===== src/rtl/mem_pkg.sv =====
// Shared types and constants for the instruction/data memory arbiter.
// Contains the arbiter state encoding and the "no store" memwrite code.
package mem_pkg;

  typedef enum logic [1:0] {
    ST_IDLE  = 2'd0,
    ST_FETCH = 2'd1,
    ST_DATA  = 2'd2
  } state_t;

  localparam logic [1:0] MW_NONE = 2'b00;

endpackage


===== src/rtl/mem_arbiter.sv =====
// Arbitrates one shared memory port between an instruction-fetch and a data requester.
// Reads take LAT cycles plus a registered valid pulse; stores complete in one cycle.
module mem_arbiter
  import mem_pkg::*;
#(
  parameter int N   = 64,
  parameter int LAT = 1
) (
  input  logic         clk,
  input  logic         reset,
  input  logic         if_req,
  input  logic [31:0]  if_adr,
  output logic [31:0]  if_rdata,
  output logic         if_valid,
  input  logic         d_req,
  input  logic [N-1:0] d_adr,
  input  logic [N-1:0] d_wdata,
  input  logic [1:0]   d_memwrite,
  input  logic         d_dword,
  output logic [N-1:0] d_rdata,
  output logic         d_valid,
  output logic [N-1:0] m_adr,
  output logic [N-1:0] m_wdata,
  output logic [1:0]   m_memwrite,
  output logic         m_dword,
  input  logic [N-1:0] m_rdata,
  output logic         stall
);

  localparam logic [2:0] LAST_CNT = 3'(LAT - 1);

  state_t       r_state;
  state_t       r_last_gnt;
  logic [2:0]   r_cnt;
  logic         r_if_valid;
  logic         r_d_valid;
  logic [31:0]  r_if_rdata;
  logic [N-1:0] r_d_rdata;

  state_t       w_next_state;
  logic         w_store;
  logic         w_read_done;

  // NOTE: every combinational output gets a default first so no path can infer a latch.
  always_comb begin
    w_next_state = r_state;
    m_adr        = '0;
    m_wdata      = '0;
    m_memwrite   = MW_NONE;
    m_dword      = 1'b0;
    w_store      = (r_state == ST_DATA) && (r_cnt == 3'd0) && (d_memwrite != MW_NONE);
    w_read_done  = (r_state != ST_IDLE) && !w_store && (r_cnt == LAST_CNT);

    case (r_state)
      ST_IDLE: begin
        // A cycle carrying a completion pulse never grants, so the finishing
        // requester's still-high request cannot be mistaken for a new one.
        if (!(r_if_valid || r_d_valid)) begin
          if (if_req && d_req) begin
            w_next_state = (r_last_gnt == ST_FETCH) ? ST_DATA : ST_FETCH;
          end else if (if_req) begin
            w_next_state = ST_FETCH;
          end else if (d_req) begin
            w_next_state = ST_DATA;
          end
        end
      end
      ST_FETCH: begin
        m_adr = N'(if_adr);
        if (w_read_done) w_next_state = ST_IDLE;
      end
      ST_DATA: begin
        m_adr   = d_adr;
        m_wdata = d_wdata;
        m_dword = d_dword;
        if (w_store) begin
          m_memwrite   = d_memwrite;
          w_next_state = ST_IDLE;
        end else if (w_read_done) begin
          w_next_state = ST_IDLE;
        end
      end
      default: w_next_state = ST_IDLE;
    endcase
  end

  // NOTE: state registers use non-blocking assignments so every flop samples pre-edge values.
  always_ff @(posedge clk or posedge reset) begin
    if (reset) begin
      r_state    <= ST_IDLE;
      r_last_gnt <= ST_FETCH;
      r_cnt      <= '0;
      r_if_valid <= 1'b0;
      r_d_valid  <= 1'b0;
      r_if_rdata <= '0;
      r_d_rdata  <= '0;
    end else begin
      r_state    <= w_next_state;
      r_if_valid <= 1'b0;
      r_d_valid  <= 1'b0;
      if (r_state == ST_IDLE && w_next_state != ST_IDLE) r_last_gnt <= w_next_state;
      r_cnt <= (r_state != ST_IDLE && w_next_state != ST_IDLE) ? r_cnt + 3'd1 : '0;
      if (w_read_done) begin
        if (r_state == ST_FETCH) begin
          r_if_rdata <= m_rdata[31:0];
          r_if_valid <= 1'b1;
        end else begin
          r_d_rdata <= m_rdata;
          r_d_valid <= 1'b1;
        end
      end
    end
  end

  assign if_valid = r_if_valid;
  assign d_valid  = r_d_valid | w_store;
  assign if_rdata = r_if_rdata;
  assign d_rdata  = r_d_rdata;
  assign stall    = (if_req & ~if_valid) | (d_req & ~d_valid);

endmodule


===== config.mk =====
export PLATFORM = sky130hd
export DESIGN_NAME = mem_arbiter
export DESIGN_NICKNAME = d
export VERILOG_FILES = /design/src/rtl/mem_pkg.sv /design/src/rtl/mem_arbiter.sv
export SDC_FILE = /design/constraint.sdc
export NUM_CORES = 1
export LEC_CHECK = 0
export ABC_AREA = 0
export BUFFER_PORTS_ARGS = -buffer_cell sky130_fd_sc_hd__clkbuf_2
export CORE_AREA = 2 2 178 180
export CTS_CLUSTER_SIZE = 30
export DETAILED_ROUTE_END_ITERATION = 6
export DIE_AREA = 0 0 180 182
export GPL_TIMING_DRIVEN = 0
export PLACE_DENSITY = 0.55
export SLEW_MARGIN = 5
export SYNTH_ARGS = -nofsm -noshare
export SYNTH_HDL_FRONTEND = slang
export SYNTH_SLANG_ARGS = --single-unit

===== constraint.sdc =====
create_clock -name clk -period 2.7 [get_ports clk]
set_input_delay 0.135 -clock clk [delete_from_list [all_inputs] [get_ports clk]]
set_output_delay 0.135 -clock clk [all_outputs]
set_load 0.02 [all_outputs]

## Word-level counts from Yosys, hierarchy flattened

Cells that the tools add are included.

| word-level totals | value |
|---|---|
| register bits | 105 |
| bits in latches | 0 |
| RAM bits | 0 |
| memory bits (read-only) | 0 |
| bits of input ports | 231 |
| output and inout port bits | 230 |
| word-level logic and storage cells | 52 |
| memories kept | 0 |

| cells by class | value |
|---|---|
| add/subtract/negate cells | 1 |
| multipliers | 0 |
| div/mod/pow operators | 0 |
| magnitude comparators | 0 |
| eq/ne operators | 3 |
| shift operators | 0 |
| mux-type cells | 18 |
| bitwise operators | 7 |
| reduce and logical (&&, ||, !) cells | 16 |

Operator list:

| kind | number |
|---|---|
| $pmux 64 s2 | 1 |
| $mux 64 | 1 |
| $mux 2 | 9 |
| $logic_and 1x1->1 | 7 |
| $pmux 2 s3 | 1 |
| $reduce_bool 2->1 | 3 |
| $mux 1 | 5 |
| $eq 2x1->1 const B | 2 |
| $reduce_and 2->1 | 2 |
| $add 3x1->3 const B | 1 |
| $logic_not 3->1 | 1 |
| $mux 3 | 1 |
| $not 1->1 | 3 |
| $and 1x1->1 | 2 |
| $eq 2x2->1 const B | 1 |
| $logic_not 2->1 | 1 |
| $or 1x1->1 | 2 |
| $logic_not 1->1 | 1 |
| $logic_or 1x1->1 | 1 |

## Longest topological paths before layout

| logic depth | value |
|---|---|
| word-level depth | 12 |
| mapped depth | 8 |
| mapped depth without buffers | 7 |

## Least setup slack after synthesis

Ideal clock, no wire load.

| path | value |
|---|---|
| path type | register -> register |
| start point | reg r_state[0] |
| end point | reg r_d_rdata[10] (netlist: d_rdata[10]) |
| library setup time | 0.125 ns |
| data arrival time | 1.846 ns |
| data required time | 2.575 ns |
| slack | 0.729 ns |
| stages on the path, launching flop included | 9 |
| buffers on the path | 3 |
| clock period less this slack | 1.971 ns |
| path through | dfrtp_1 > inv_1 > ha_1 > clkbuf_1 > a211oi_4 > and2_4 > buf_12 > buf_12 > mux2_4 |

| on the way | value |
|---|---|
| word-level cells in the longest chain between the ends | 7 |
| elaborated cells between the ends (all ways) | 10 |
| classes of those cells | 2 x eq/ne; 1 x bitwise; 7 x reduce/logical |

RTL lines:

| item | line | source |
|---|---|---|
| from (decl) | mem_arbiter.sv:32 | `state_t r_state;` |
| from (signal assigned) | mem_arbiter.sv:98 | `r_state <= w_next_state;` |
| $eq 2x2->1 | mem_arbiter.sv:51 | `w_store = (r_state == ST_DATA) && (r_cnt == 3'd0) && (d_memwrite != MW_NONE);` |
| $logic_and 1x1->1 (2 in series) | mem_arbiter.sv:51 |  |
| $logic_not 1->1 | mem_arbiter.sv:52 | `w_read_done = (r_state != ST_IDLE) && !w_store && (r_cnt == LAST_CNT);` |
| $logic_and 1x1->1 (2 in series) | mem_arbiter.sv:52 |  |
| $reduce_and 2->1 (no source line) * | n/a |  |
| to (signal assigned) | mem_arbiter.sv:108 | `r_d_rdata <= m_rdata;` |
| to (decl) | mem_arbiter.sv:38 | `logic [N-1:0] r_d_rdata;` |

Every way passes the cells marked *; elsewhere a longest branch is shown, timed or not.
A chain may end at the register's enable or synchronous reset.

## Final worst setup path

| path | value |
|---|---|
| start point | reg r_state[1] |
| end point | out m_adr[9] |

| on the way | value |
|---|---|
| word-level cells in the longest chain between the ends | 2 |
| elaborated cells between the ends (all ways) | 3 |
| classes of those cells | 2 x eq/ne; 1 x mux |

RTL lines:

| item | line | source |
|---|---|---|
| $eq 2x2->1 / $eq 2x1->1 (equally long branches) | mem_arbiter.sv:54 | `case (r_state)` |
| $pmux 64 s2 * | mem_arbiter.sv:54 |  |
| to (decl) | mem_arbiter.sv:22 | `output logic [N-1:0] m_adr,` |

Marks and branches as above.

==> results by group <==
Run status
  – Outcome: completed

Drt
  – Post-Route WL: 22.7 mm
  – Drt drc: 0
  – Post-route ant nets: 0
  – DR pass1 iterations: 4
  – Vias per inst: approximately 3.9
  – Routed WL per cell: approximately 17 um
  – Iter 0 DRT Violations: approximately 160
  – Via count: around 5300

Clock tree
  – CTS tree: done
  – H-tree levels: 3
  – Post-CTS Setup Inserts: 0
  – CTS buffer count: 9
  – CTS Sinks: 105
  – Clock transition at the registers of the reported paths: roughly 80 ps
  – Clock tree buffer depth: 2
  – Root Buffer: clkbuf_16
  – Clock latency at the later pin of the worst-skew pair: between 300 and 400 ps

Critical path
  – Critical-path cell list: inv_1 -> ha_1 -> clkbuf_2 -> nor2b_1 -> clkbuf_2
  – CP max FO: 10
  – CP endpoint kind: output port
  – Startpoint types: register
  – CP peak stage delay: between 400 and 500 ps
  – Reg2reg end: d_rdata[18]
  – Worst-case reg-to-reg path depth: 7
  – CP Launch Point: r_state[1]
  – Reg2reg start: r_state[0]
  – CP endpoint: m_adr[9]
  – Critical Path AT: 2340 ps
  – CP Class: register to output port
  – CP required: 2570 ps
  – Crit-path slowest cell: dfrtp_1
  – Crit path top cell by count: clkbuf_2
  – Internal reg-to-reg setup slack: around 640 ps

Yosys
  – Yosys cell types: 35
  – Syn Area/Cell: ~12 sq um
  – Synth warnings: 0
  – Ys async rst share: 100%
  – Synthesized instance count: approximately 450
  – Area leader, netlist: dfrtp_1
  – Post-synth top area share: 47.0%
  – Post-synth top flop: dfrtp_1
  – Mapped cell area: 0.00554 sq mm
  – Yosys reg bits: between 100 and 150
  – Synthesized net count: about 680
  – Post-synth EDFFs: 0
  – Sequential share of the synthesized area: 47.4%
  – Synth area leaders: dfrtp_1 (47%), mux2_4 (13%), and2_1 (11%)

STA
  – Number of setup violations in the final report: 0
  – RSZ-0062 raised after global routing: false
  – Final Hold Viols: 0
  – Rel. slew slack: between 60% and 70%
  – Tmin final: between 2000 and 2500 ps
  – Worst-margin pin slew: around 530 ps
  – Layout Skew: roughly 7.5 ps
  – Period utilization: approximately nine tenths
  – Max-slew violations: 0
  – Max frequency: 403 MHz

Min path
  – Min-Delay Path Class: input pin to register

Place
  – IO Port Bufs: 460
  – Cells after DPL: ~1300
  – Routability cong.: slightly above 0.8
  – HPWL Detailed: roughly 19 mm

Floorplan
  – Rows: between 60 and 70
  – DIE AREA: ~0.033 sq mm
  – Core area: approximately 0.031 sq mm
  – Die W: approximately 180 um
  – Die height: around 180 um
  – I/O pins: roughly 460
  – Initial Util: 17.9%

Global route
  – Vias in the first global route: 5472
  – Remaining global-route overflow: 0
  – Initial antenna violation count: 1
  – GRT Total Usage: 13.4%
  – Largest net degree at the start of global routing: 40
  – Global-route wire length before repair: between 30 and 40 mm

Final layout
  – Area Overhead vs Synth: 62.7%
  – Most frequent cells in the layout: clkbuf_2 (468), dfrtp_1 (104), and2_1 (97)
  – Share of cells above drive strength 1: 63.4%
  – Nets: 1184
  – Commonest non-fill, non-tap cell in the layout: clkbuf_2
  – Final Non-Filler Cells: about 1400

Power
  – Max rail drop VDD: 554 uV
  – Leak pwr: approximately 4.8 nW
  – Final Power: roughly 11 mW
  – Pwr Density: around 1200 mW/mm^2

Flow run
  – Max_cap viols: 0
worst min path at each step:
stage / startpoint / to / slack, ps / depth (start not counted)
floorplan: m_rdata[10] / d_rdata[10] / 280 / 1
global placement: m_rdata[35] / d_rdata[35] / 370 / 2
detailed placement: reset / d_rdata[62] / 80 / 2
CTS: m_rdata[3] / d_rdata[3] / 0.2 / 2
global route: m_rdata[4] / d_rdata[4] / 4 / 2
finish: m_rdata[50] / d_rdata[50] / 10 / 2
cells by family after synthesis:
kind of cell | after synthesis | share of synthesized area, %
AO/OA/AOI/OAI | 47 | 6.61
XOR/XNOR | 1 | 0.158
AND/OR/NAND/NOR | 149 | 16.5
buffers and inverters | 43 | 5.15
multiplexers | 96 | 22.8
flip-flops | 105 | 47.4
adder cells (fa/ha/maj) | 6 | 1.35
cell type report:
| class | instances | area, sq um |
|---|---|---|
| buffer | 30 | 246 |
| inverter | 11 | 45.0 |
| tap | 402 | 503 |
| sequential | 105 | 2630 |
| fill | 3301 | 22000 |
| timing repair buffer | 491 | 2640 |
| antenna | 2 | 5.00 |
| clock inverter | 6 | 65.1 |
| clock buffer | 10 | 239 |
| multi-input combinational | 299 | 2640 |
routing by layer:
| metal | up-vias | track usage, % | wire length [um] |
|---|---|---|---|
| li1 | 2528 | - | - |
| met1 | 2509 | 16.4 | 9140 |
| met2 | 261 | 21.9 | 10700 |
| met3 | 28 | 4.23 | 2070 |
| met4 | 0 | 5.40 | 746 |
| met5 | - | 0 | 0 |
what timing repair did:
| item | in CTS | in global routing |
|---|---|---|
| hold endpoints to repair | 62 | 1 |
| gates resized for setup | 8 | 5 |
| hold buffers | 27 | 1 |
| endpoints found under the setup margin | 114 | 16 |
critical path: cells and delay by family, from the launching register on:
| kind | cells | cell delay [ps] |
|---|---|---|
| buffers and inverters | 3 | 690 |
| DFF | 1 | 480 |
| adders and majority gates | 1 | 470 |
| and+or+nand+nor | 1 | 330 |
cells in the mapped netlist (2+ instances only):
cell type and number:
mux2_4 49, buf_12 6, nor2b_1 33, nand2b_1 2, a31o_2 2, mux2_2 47
and2_1 97, a22oi_1 32, a21oi_1 3, nand2_1 3, a211oi_1 2, nor2_1 6
buf_1 2, ha_1 6, clkbuf_1 20, and3_1 3, dfrtp_1 104, inv_1 11
buf_6 3
power breakdown:
part / internal, mW / switching [mW] / total, mW
combinational: 2.86 / 3.55 / 6.41
sequential: 2.38 / 0.451 / 2.83
clock: 0.683 / 0.695 / 1.38
sequential cells by signal, indices dropped and copies added, names as in the netlist:
| register | cells |
|---|---|
| r_cnt | 3 |
| r_d_valid | 1 |
| if_valid | 1 |
| d_rdata | 64 |
| if_rdata | 32 |
| r_state | 2 |
| r_last_gnt | 2 |
stage by stage:
stage	hold slack [ps]	util [%]	cell area [sq um]	setup TNS (ps)	setup WS, ps
2_1_floorplan	283	-	5550	0	729
3_3_place_gp	367	27.0	8350	-716	-150
3_5_place_dp	76.4	27.1	8410	-829	-172
4_1_cts	0.184	29.0	8990	0	6.48
5_1_grt	3.91	29.1	9010	0	57.1
6_report	14.0	29.1	9020	0	221
Note: power is estimated with default switching activity, not from simulation.
